--- config.mk ---
export PLATFORM = sky130hd
export DESIGN_NAME = fetch_unit
export DESIGN_NICKNAME = d
export VERILOG_FILES = /design/src/rtl/fetch_unit.sv
export SDC_FILE = /design/constraint.sdc
export NUM_CORES = 1
export LEC_CHECK = 0
export ABC_AREA = 1
export BUFFER_PORTS_ARGS = -buffer_cell sky130_fd_sc_hd__buf_2
export CAP_MARGIN = 20
export CORE_MARGIN = 1
export CORE_UTILIZATION = 38
export CTS_CLUSTER_DIAMETER = 50
export DETAILED_ROUTE_END_ITERATION = 7
export GPL_ROUTABILITY_DRIVEN = 0
export MAX_ROUTING_LAYER = met4
export SYNTH_ARGS = -nofsm -noshare
export SYNTH_HDL_FRONTEND = slang
export SYNTH_SLANG_ARGS = --single-unit
--- constraint.sdc ---
create_clock -name clk -period 3.7 [get_ports clk]
set_input_delay 0.74 -clock clk [delete_from_list [all_inputs] [get_ports clk]]
set_output_delay 0.74 -clock clk [all_outputs]
set_load 0.05 [all_outputs]
--- src/rtl/fetch_unit.sv ---
// Instruction-fetch stage: PC generation, instruction-memory request issue,
// 2-entry response FIFO towards the decoder, redirect handling with stale
// response discard, and misaligned-PC address-error injection.
module fetch_unit #(
    parameter logic [31:0] RESET_PC = 32'hBFC0_0000,
    parameter logic [31:0] PC_STEP  = 32'd4
) (
    input  logic        clk,
    input  logic        resetn,
    output logic        imem_req,
    output logic [31:0] imem_addr,
    input  logic        imem_gnt,
    input  logic        imem_rvalid,
    input  logic [31:0] imem_rdata,
    input  logic        redirect_valid,
    input  logic [31:0] redirect_pc,
    output logic        inst_valid,
    input  logic        id_ready,
    output logic [31:0] instruction,
    output logic [31:0] inst_pc,
    output logic        fetch_adel
);

    typedef struct packed {
        logic [31:0] inst;
        logic [31:0] pc;
        logic        adel;
    } fentry_t;

    // fetch PC and address-error latch
    logic [31:0] r_pc;
    logic        r_adel_pending;

    // in-flight bookkeeping: outstanding count, responses to drop, request PCs
    logic [1:0]  r_out_cnt;
    logic [1:0]  r_discard;
    logic [31:0] r_pcq [2];
    logic        r_pq_wr;
    logic        r_pq_rd;

    // decoder-facing FIFO
    fentry_t     r_fifo [2];
    logic        r_f_wr;
    logic        r_f_rd;
    logic [1:0]  r_f_cnt;

    logic        w_pop;
    logic [2:0]  w_occ;
    logic        w_room;
    logic        w_aligned;
    logic        w_issue;
    logic        w_rsp_push;
    logic        w_adel_push;
    logic        w_push;
    fentry_t     w_push_entry;
    fentry_t     w_head;

    // Slots already claimed: every outstanding request must land in the FIFO,
    // so in-flight requests count against FIFO capacity. A pop this cycle
    // frees a slot early, which is what allows 1 instruction/cycle.
    assign w_pop     = inst_valid & id_ready;
    assign w_occ     = {1'b0, r_out_cnt} + {1'b0, r_f_cnt} - {2'b00, w_pop};
    assign w_room    = (w_occ < 3'd2);
    assign w_aligned = (r_pc[1:0] == 2'b00);

    assign imem_req  = resetn & w_room & ~redirect_valid & w_aligned & ~r_adel_pending;
    assign imem_addr = r_pc;
    assign w_issue   = imem_req & imem_gnt;

    // A misaligned PC is reported only after the pipe has drained so the
    // error entry stays in program order behind older instructions.
    assign w_rsp_push  = imem_rvalid & (r_discard == 2'd0);
    assign w_adel_push = ~w_aligned & ~r_adel_pending & (r_out_cnt == 2'd0) &
                         (r_f_cnt == 2'd0) & ~redirect_valid;
    assign w_push      = (w_rsp_push | w_adel_push) & ~redirect_valid;

    always_comb begin
        w_push_entry = '0;
        if (w_adel_push) begin
            w_push_entry.pc   = r_pc;
            w_push_entry.adel = 1'b1;
        end else begin
            w_push_entry.inst = imem_rdata;
            w_push_entry.pc   = r_pcq[r_pq_rd];
        end
    end

    assign inst_valid  = (r_f_cnt != 2'd0);
    assign w_head      = r_fifo[r_f_rd];
    assign instruction = inst_valid ? w_head.inst : 32'd0;
    assign inst_pc     = inst_valid ? w_head.pc   : 32'd0;
    assign fetch_adel  = inst_valid & w_head.adel;

    // PC advance on issue; redirect overrides and clears the address-error stop
    always_ff @(posedge clk or negedge resetn) begin
        if (!resetn) begin
            r_pc           <= RESET_PC;
            r_adel_pending <= 1'b0;
        end else if (redirect_valid) begin
            r_pc           <= redirect_pc;
            r_adel_pending <= 1'b0;
        end else begin
            if (w_issue)
                r_pc <= r_pc + PC_STEP;
            if (w_adel_push)
                r_adel_pending <= 1'b1;
        end
    end

    // Outstanding count, discard count and in-order request-PC queue.
    // Discarded responses still retire their PC queue entry.
    always_ff @(posedge clk or negedge resetn) begin
        if (!resetn) begin
            r_out_cnt <= 2'd0;
            r_discard <= 2'd0;
            r_pcq[0]  <= 32'd0;
            r_pcq[1]  <= 32'd0;
            r_pq_wr   <= 1'b0;
            r_pq_rd   <= 1'b0;
        end else begin
            r_out_cnt <= r_out_cnt + {1'b0, w_issue} - {1'b0, imem_rvalid};
            if (redirect_valid)
                r_discard <= r_out_cnt - {1'b0, imem_rvalid};
            else if (imem_rvalid && (r_discard != 2'd0))
                r_discard <= r_discard - 2'd1;
            if (w_issue) begin
                r_pcq[r_pq_wr] <= r_pc;
                r_pq_wr        <= ~r_pq_wr;
            end
            if (imem_rvalid)
                r_pq_rd <= ~r_pq_rd;
        end
    end

    // Decoder FIFO; a redirect flushes it, swallowing any same-cycle push/pop
    always_ff @(posedge clk or negedge resetn) begin
        if (!resetn) begin
            r_fifo[0] <= '0;
            r_fifo[1] <= '0;
            r_f_wr    <= 1'b0;
            r_f_rd    <= 1'b0;
            r_f_cnt   <= 2'd0;
        end else if (redirect_valid) begin
            r_f_wr    <= 1'b0;
            r_f_rd    <= 1'b0;
            r_f_cnt   <= 2'd0;
        end else begin
            if (w_push) begin
                r_fifo[r_f_wr] <= w_push_entry;
                r_f_wr         <= ~r_f_wr;
            end
            if (w_pop)
                r_f_rd <= ~r_f_rd;
            r_f_cnt <= r_f_cnt + {1'b0, w_push} - {1'b0, w_pop};
        end
    end

    // The issue limit must make a push into a full FIFO unreachable
    a_no_overflow: assert property (@(posedge clk) disable iff (!resetn)
        !(w_push && (r_f_cnt == 2'd2)));

endmodule

Word level (Yosys, flattened, before mapping):

Index checks and enable logic that the tools add are counted.

* output and inout bits: 99
* logic and storage cells: 101
* register bits: 237
* input bits: 70

* magnitude comparators: 7
* reductions and logical operators: 15
* bitwise operators: 25
* muxes and demuxes: 28
* add/subtract/negate cells: 9

Operators with widths (count)
* 32-bit two-way mux: 10
* 65-bit two-way mux: 4
* 130-bit bitwise mux: 1
* 65-bit demux with 1-bit select: 1
* 64-bit bitwise mux: 1
* 32-bit by 3-bit adder with 32-bit output (second input constant): 1
* 32-bit demux with 1-bit select: 1
* 2-bit nonzero test: 7
* 1-bit bitwise AND: 13
* 2-bit greater-or-equal comparator (second input constant): 4
* 2-bit logical NOT: 4
* 1-bit NOT with 2-bit output: 4
* 1-bit two-way mux: 7
* 1-bit NOT: 7
* 2-bit two-way mux: 3
* 2-bit by 1-bit subtractor with 2-bit output: 3
* 2-bit by 1-bit adder with 2-bit output: 2
* 2-bit by 1-bit < comparator with 1-bit output (second input constant): 2
* 2-bit by 2-bit adder with 3-bit output: 1
* 1-bit logical AND: 3
* 3-bit by 2-bit < comparator with 1-bit output (second input constant): 1
* 3-bit by 1-bit subtractor with 3-bit output: 1
* 2-bit AND reduction: 1
* 2-bit by 1-bit subtractor with 2-bit output (second input constant): 1
* 1-bit OR: 1

Longest topological paths before layout:

* word-level depth: 11
* depth in mapped cells: 16
* depth with buffers taken out: 15

Worst setup path after synthesis:

OpenSTA, ideal clock, no wires.

* kind: input to register
* start point: in id_ready
* end point: reg r_out_cnt[1]
* data required time: 3571 ps
* arrival time: 3495 ps
* stages: 14
* path slack: 76 ps
* path buffers: 1
* setup time: 129 ps
* cells stage by stage: inv_1 > nor2_1 > ha_1 > or2_2 > fa_1 > nand3_2 > nor2_4 > nand2_2 > buf_2 > ha_1 > inv_1 > ha_1 > xnor2_1 > xor2_1

* cells in the longest elaborated chain, start to end: 10

Ends and longest elaborated chain
* start, declared: RTL line 18 `input logic id_ready,`
* 1-bit bitwise AND: RTL line 61 `assign w_pop = inst_valid & id_ready;`
* 3-bit by 1-bit subtractor with 3-bit output: RTL line 62 `assign w_occ = {1'b0, r_out_cnt} + {1'b0, r_f_cnt} - {2'b00, w_pop};`
* 3-bit by 2-bit < comparator with 1-bit output: RTL line 63 `assign w_room = (w_occ < 3'd2);`
* 1-bit bitwise AND (4 in a row): RTL line 66 `assign imem_req = resetn & w_room & ~redirect_valid & w_aligned & ~r_adel_pending;`
* net imem_req: RTL line 10 `output logic imem_req,`
* 1-bit bitwise AND: RTL line 68 `assign w_issue = imem_req & imem_gnt;`
* 2-bit by 1-bit adder with 2-bit output: RTL line 121 `r_out_cnt <= r_out_cnt + {1'b0, w_issue} - {1'b0, imem_rvalid};`
* 2-bit by 1-bit subtractor with 2-bit output: RTL line 121
* end signal, assigned: RTL line 121
* end, declared: RTL line 35 `logic [1:0] r_out_cnt;`

The timed path passes the listed nets, and every way through them passes these cells.
A chain may end at the register's enable or synchronous reset.

Worst setup path after layout:

* start point: reg r_f_cnt[1]
* end point: out imem_req

* cells in the longest elaborated chain, start to end: 8
* elaborated cells between the ends (all ways): 9

Ends and longest elaborated chain
* start, declared: RTL line 45 `logic [1:0] r_f_cnt;`
* start signal, assigned: RTL line 154 `r_f_cnt <= r_f_cnt + {1'b0, w_push} - {1'b0, w_pop};`
* branches (longest 2 deep; another with 2-bit by 2-bit adder with 3-bit output)
* 3-bit by 1-bit subtractor with 3-bit output (*): RTL line 62
* 3-bit by 2-bit < comparator with 1-bit output (*): RTL line 63
* 1-bit bitwise AND (*) (4 in a row): RTL line 66
* end, declared: RTL line 10

Every way passes the cells marked *.

==> out/qor.yml <==
achievable-frequency_mhz: 285
fin_crit_sh_pct: 94.8
synthesis.nets: 1773
clockRootBuffer: "clkbuf_16"
critPathKind: "reg -> out"
syn_to_final_growth_pct: 18.3
fin_ws_ns: 0.192
yosys_warnings: 0
rsz0062_at_grt: "false"
dp_hpwl_um: 21600
yosys.area_share.simple_pct: 31.5
fin_setup_tns_ns: 0
synth-main-ff-cell: "dfrtp_1"
wl_met3_um: 2010
synthXorXnorAreaFrac_pct: 0.788
cp.required_ns: 2.96
post_drt_via_cell_ratio: 4.96
initial_utilization_pct: 38.6
drt_iter0_drc: 805
routedLengthMet1_um: 16200
hold_class: "in -> async"
pre_cts_ws_ns: 0.276
worstPathMaxFanout: 4
hold_buffers: 0
setup_viol: 0
p_sw_w: 0.00461
postCtsSetupRepairBufs: 0
worst_slew_pin_slew_ns: 0.975
grt_usage_pct: 22.0
p_comb_share_pct: 34.6
maxCapViolCount: 0
hold_viol_final: 0
multi_input_area_mm2: 0.00527
synth_area_mm2: 0.0122
period_minus_slack_ns: 3.51
fin_skew_ns: 0.0287
start_kind: "register"
clockPowerShare_pct: 29.1
antenna_found_initial: 0
ys_seq_area_share_pct: 48.6
synth_fa_ha_area_share_pct: 1.08
cts_resized: 0
seqPwrFrac_pct: 36.3
synth_cells: 1693
final_net_count: 1905
avgSynthCellArea_um2: 7.22
path_clk_slew_ns: 0.06
overflow: 0
tritoncts: "built"
path_cells: "nor2_4, nor2_1, ha_1, or2_2, fa_1, nand3_2, nor2_4, buf_2"
io_pins: 169
portBuffers: 168
crit_top_cell: "nor2_4"
die_area_mm2: 0.0329
core_area_mm2: 0.0316
worstSetupEndpointType: "output port"
p_leak_nw: 7.52
slew_headroom_pct: 35.0
wirelength_um: 34300
top_layer: "met4"
clock_sinks: 237
synth_compound_area_share_pct: 9.62
die_x_um: 181
arrival_ns: 2.77
rows: 65
fillers: 3211
slowest_delay_ns: 0.50
ys_seq_elements: 237
drc_errors: 0
async_flop_share_pct: 100
status: "complete, no violations"
drive_gt1_share_pct: 15.3
power.internal_w: 0.00646
reg2reg_setup_slack_ns: 0.67
cts_max_level: 2
muxShareOfSynthArea_pct: 0
ir_drop_mv: 0.343
postLayoutCoreUtil_pct: 45.7
synth-edff-count: 0
swShare_pct: 41.6
wl_per_cell_um: 15.2
p_per_area_mw_per_mm2: 765
ant_nets: 0
grt_max_degree: 165
grt_pass1_vias: 10800
synth.distinct_cells: 31
grt_pass1_wl_um: 56600
clk_path_buf_depth: 3
vias: 11200
numCtsBuffers: 35
drt_pass1_iterations: 5
n_antenna_cell: 0
die_y_um: 181
register_area_mm2: 0.00594
wl_met2_um: 15400
cpMaxStageDelayCell: "fa_1"
slew_viol_final: 0
synth_top_family_by_area: "simple AND/OR/NAND/NOR gates"
worstSkewPairLatency_ns: 0.52
flip-flops by register name, indices dropped and copies added, names as in the netlist, 2 cells and up:
| name | count |
|---|---|
| r_out_cnt | 2 |
| r_f_cnt | 2 |
| r_pcq | 64 |
| imem_addr | 32 |
| r_discard | 2 |
| r_fifo | 130 |
critical path, delay by kind of cell (launching register included):
family / cells / cell delay (ns)
buffers and inverters: 1 / 0.27
flip-flops: 1 / 0.43
AND/OR/NAND/NOR: 5 / 0.78
adder cells (fa/ha/maj): 2 / 0.77
layout make-up:
class	instances	share of cell area (%)
clock buffers	46	6.83
flip-flops and latches	237	41.1
inverters	140	3.68
clock inverters	15	1.03
repair buffers	191	7.42
well taps	402	3.48
multi-input cells	1220	36.5
cells by family (layout without fill, tap and decap cells):
kind of cell               Yosys count  in the layout
DFF                                237            237
adders and majority gates           10             10
and+or+nand+nor                    969            969
buffers and inverters              236            392
xor gates and xnor gates            11             11
AOI/OAI and AO/OA                  230            230
power groups by stage:
stage / clock network [W] / registers, W / logic (W)
after floorplan: 0 / 0.00401 / 0.00282
after global placement: 0 / 0.00402 / 0.00380
after detailed placement: 0 / 0.00404 / 0.00385
after CTS: 0.00329 / 0.00401 / 0.00387
after global routing: 0.00340 / 0.00413 / 0.00428
final: 0.00322 / 0.00402 / 0.00383
placed cells by master (no fill, tap or decap), types with 2 or more instances in the layout:
cell type,instances
nor2_2,2
nor3_1,2
o21ai_2,6
inv_8,3
nor2_4,4
dfrtp_1,227
inv_1,135
o21ai_1,89
inv_2,3
ha_1,9
buf_2,167
nor2_1,71
nand3_2,2
xor2_1,8
clkbuf_16,36
clkinv_2,5
clkinvlp_4,3
xnor2_1,3
inv_6,2
o21ai_0,66
clkbuf_8,5
nand3_1,120
buf_4,19
nand2_1,760
nand2_4,2
buf_12,4
clkbuf_1,5
nand2_2,4
clkinv_4,2
a21oi_1,68
dfstp_2,9
metrics by stage:
step / hold WS [ns] / instances / power, W / area (um^2)
global placement: 0.452 / 2190 / 0.00782 / 13300
finish: 0.102 / 2251 / 0.0111 / 14500
CTS: 0.101 / 2251 / 0.0112 / 14500
detailed placement: 0.458 / 2190 / 0.00790 / 13300
global route: 0.111 / 2251 / 0.0118 / 14500
floorplan: 0.436 / 1693 / 0.00683 / 12200
synth_stat cells, types with 2 or more instances:
master,number,area (um^2)
xnor2_1,3,26.3
nand3_1,120,601
xor2_1,8,70.1
nor3_1,2,10.0
a21oi_1,68,340
nand2_2,4,25.0
o21ai_0,66,330
clkbuf_1,30,113
nor2_1,72,270
inv_1,136,510
ha_1,9,113
nand2_1,760,2850
dfrtp_1,228,5710
inv_2,2,7.51
nand3_2,2,20.0
nor2_2,3,18.8
dfstp_2,9,236
buf_2,43,215
buf_4,8,60.1
o21ai_1,89,445
buf_6,6,67.6
nor2_4,2,22.5
o21ai_2,6,52.6
buf_1,9,33.8
nand2_4,2,22.5
routing by layer:
| metal | track usage (%) | vias to the layer above |
|---|---|---|
| li1 | - | 5549 |
| met4 | 5.69 | 0 |
| met5 | - | - |
| met1 | 30.1 | 5185 |
| met2 | 34.2 | 370 |
| met3 | 3.20 | 52 |
worst paths after layout:
| kind | endpoint | start | cells after the start |
|---|---|---|---|
| worst max-delay path | imem_req | r_f_cnt[1] | 8 |
| worst min-delay path | r_fifo[53] | resetn | 1 |
| worst max register to register | r_out_cnt[1] | r_f_cnt[1] | 13 |
| worst min register to register | r_fifo[127] | r_fifo[127] | 2 |
| max in group asynchronous | imem_addr[12] | resetn | 2 |
| min in group clk | imem_addr[20] | redirect_pc[20] | 3 |
Note: power is estimated with default switching activity, not from simulation.
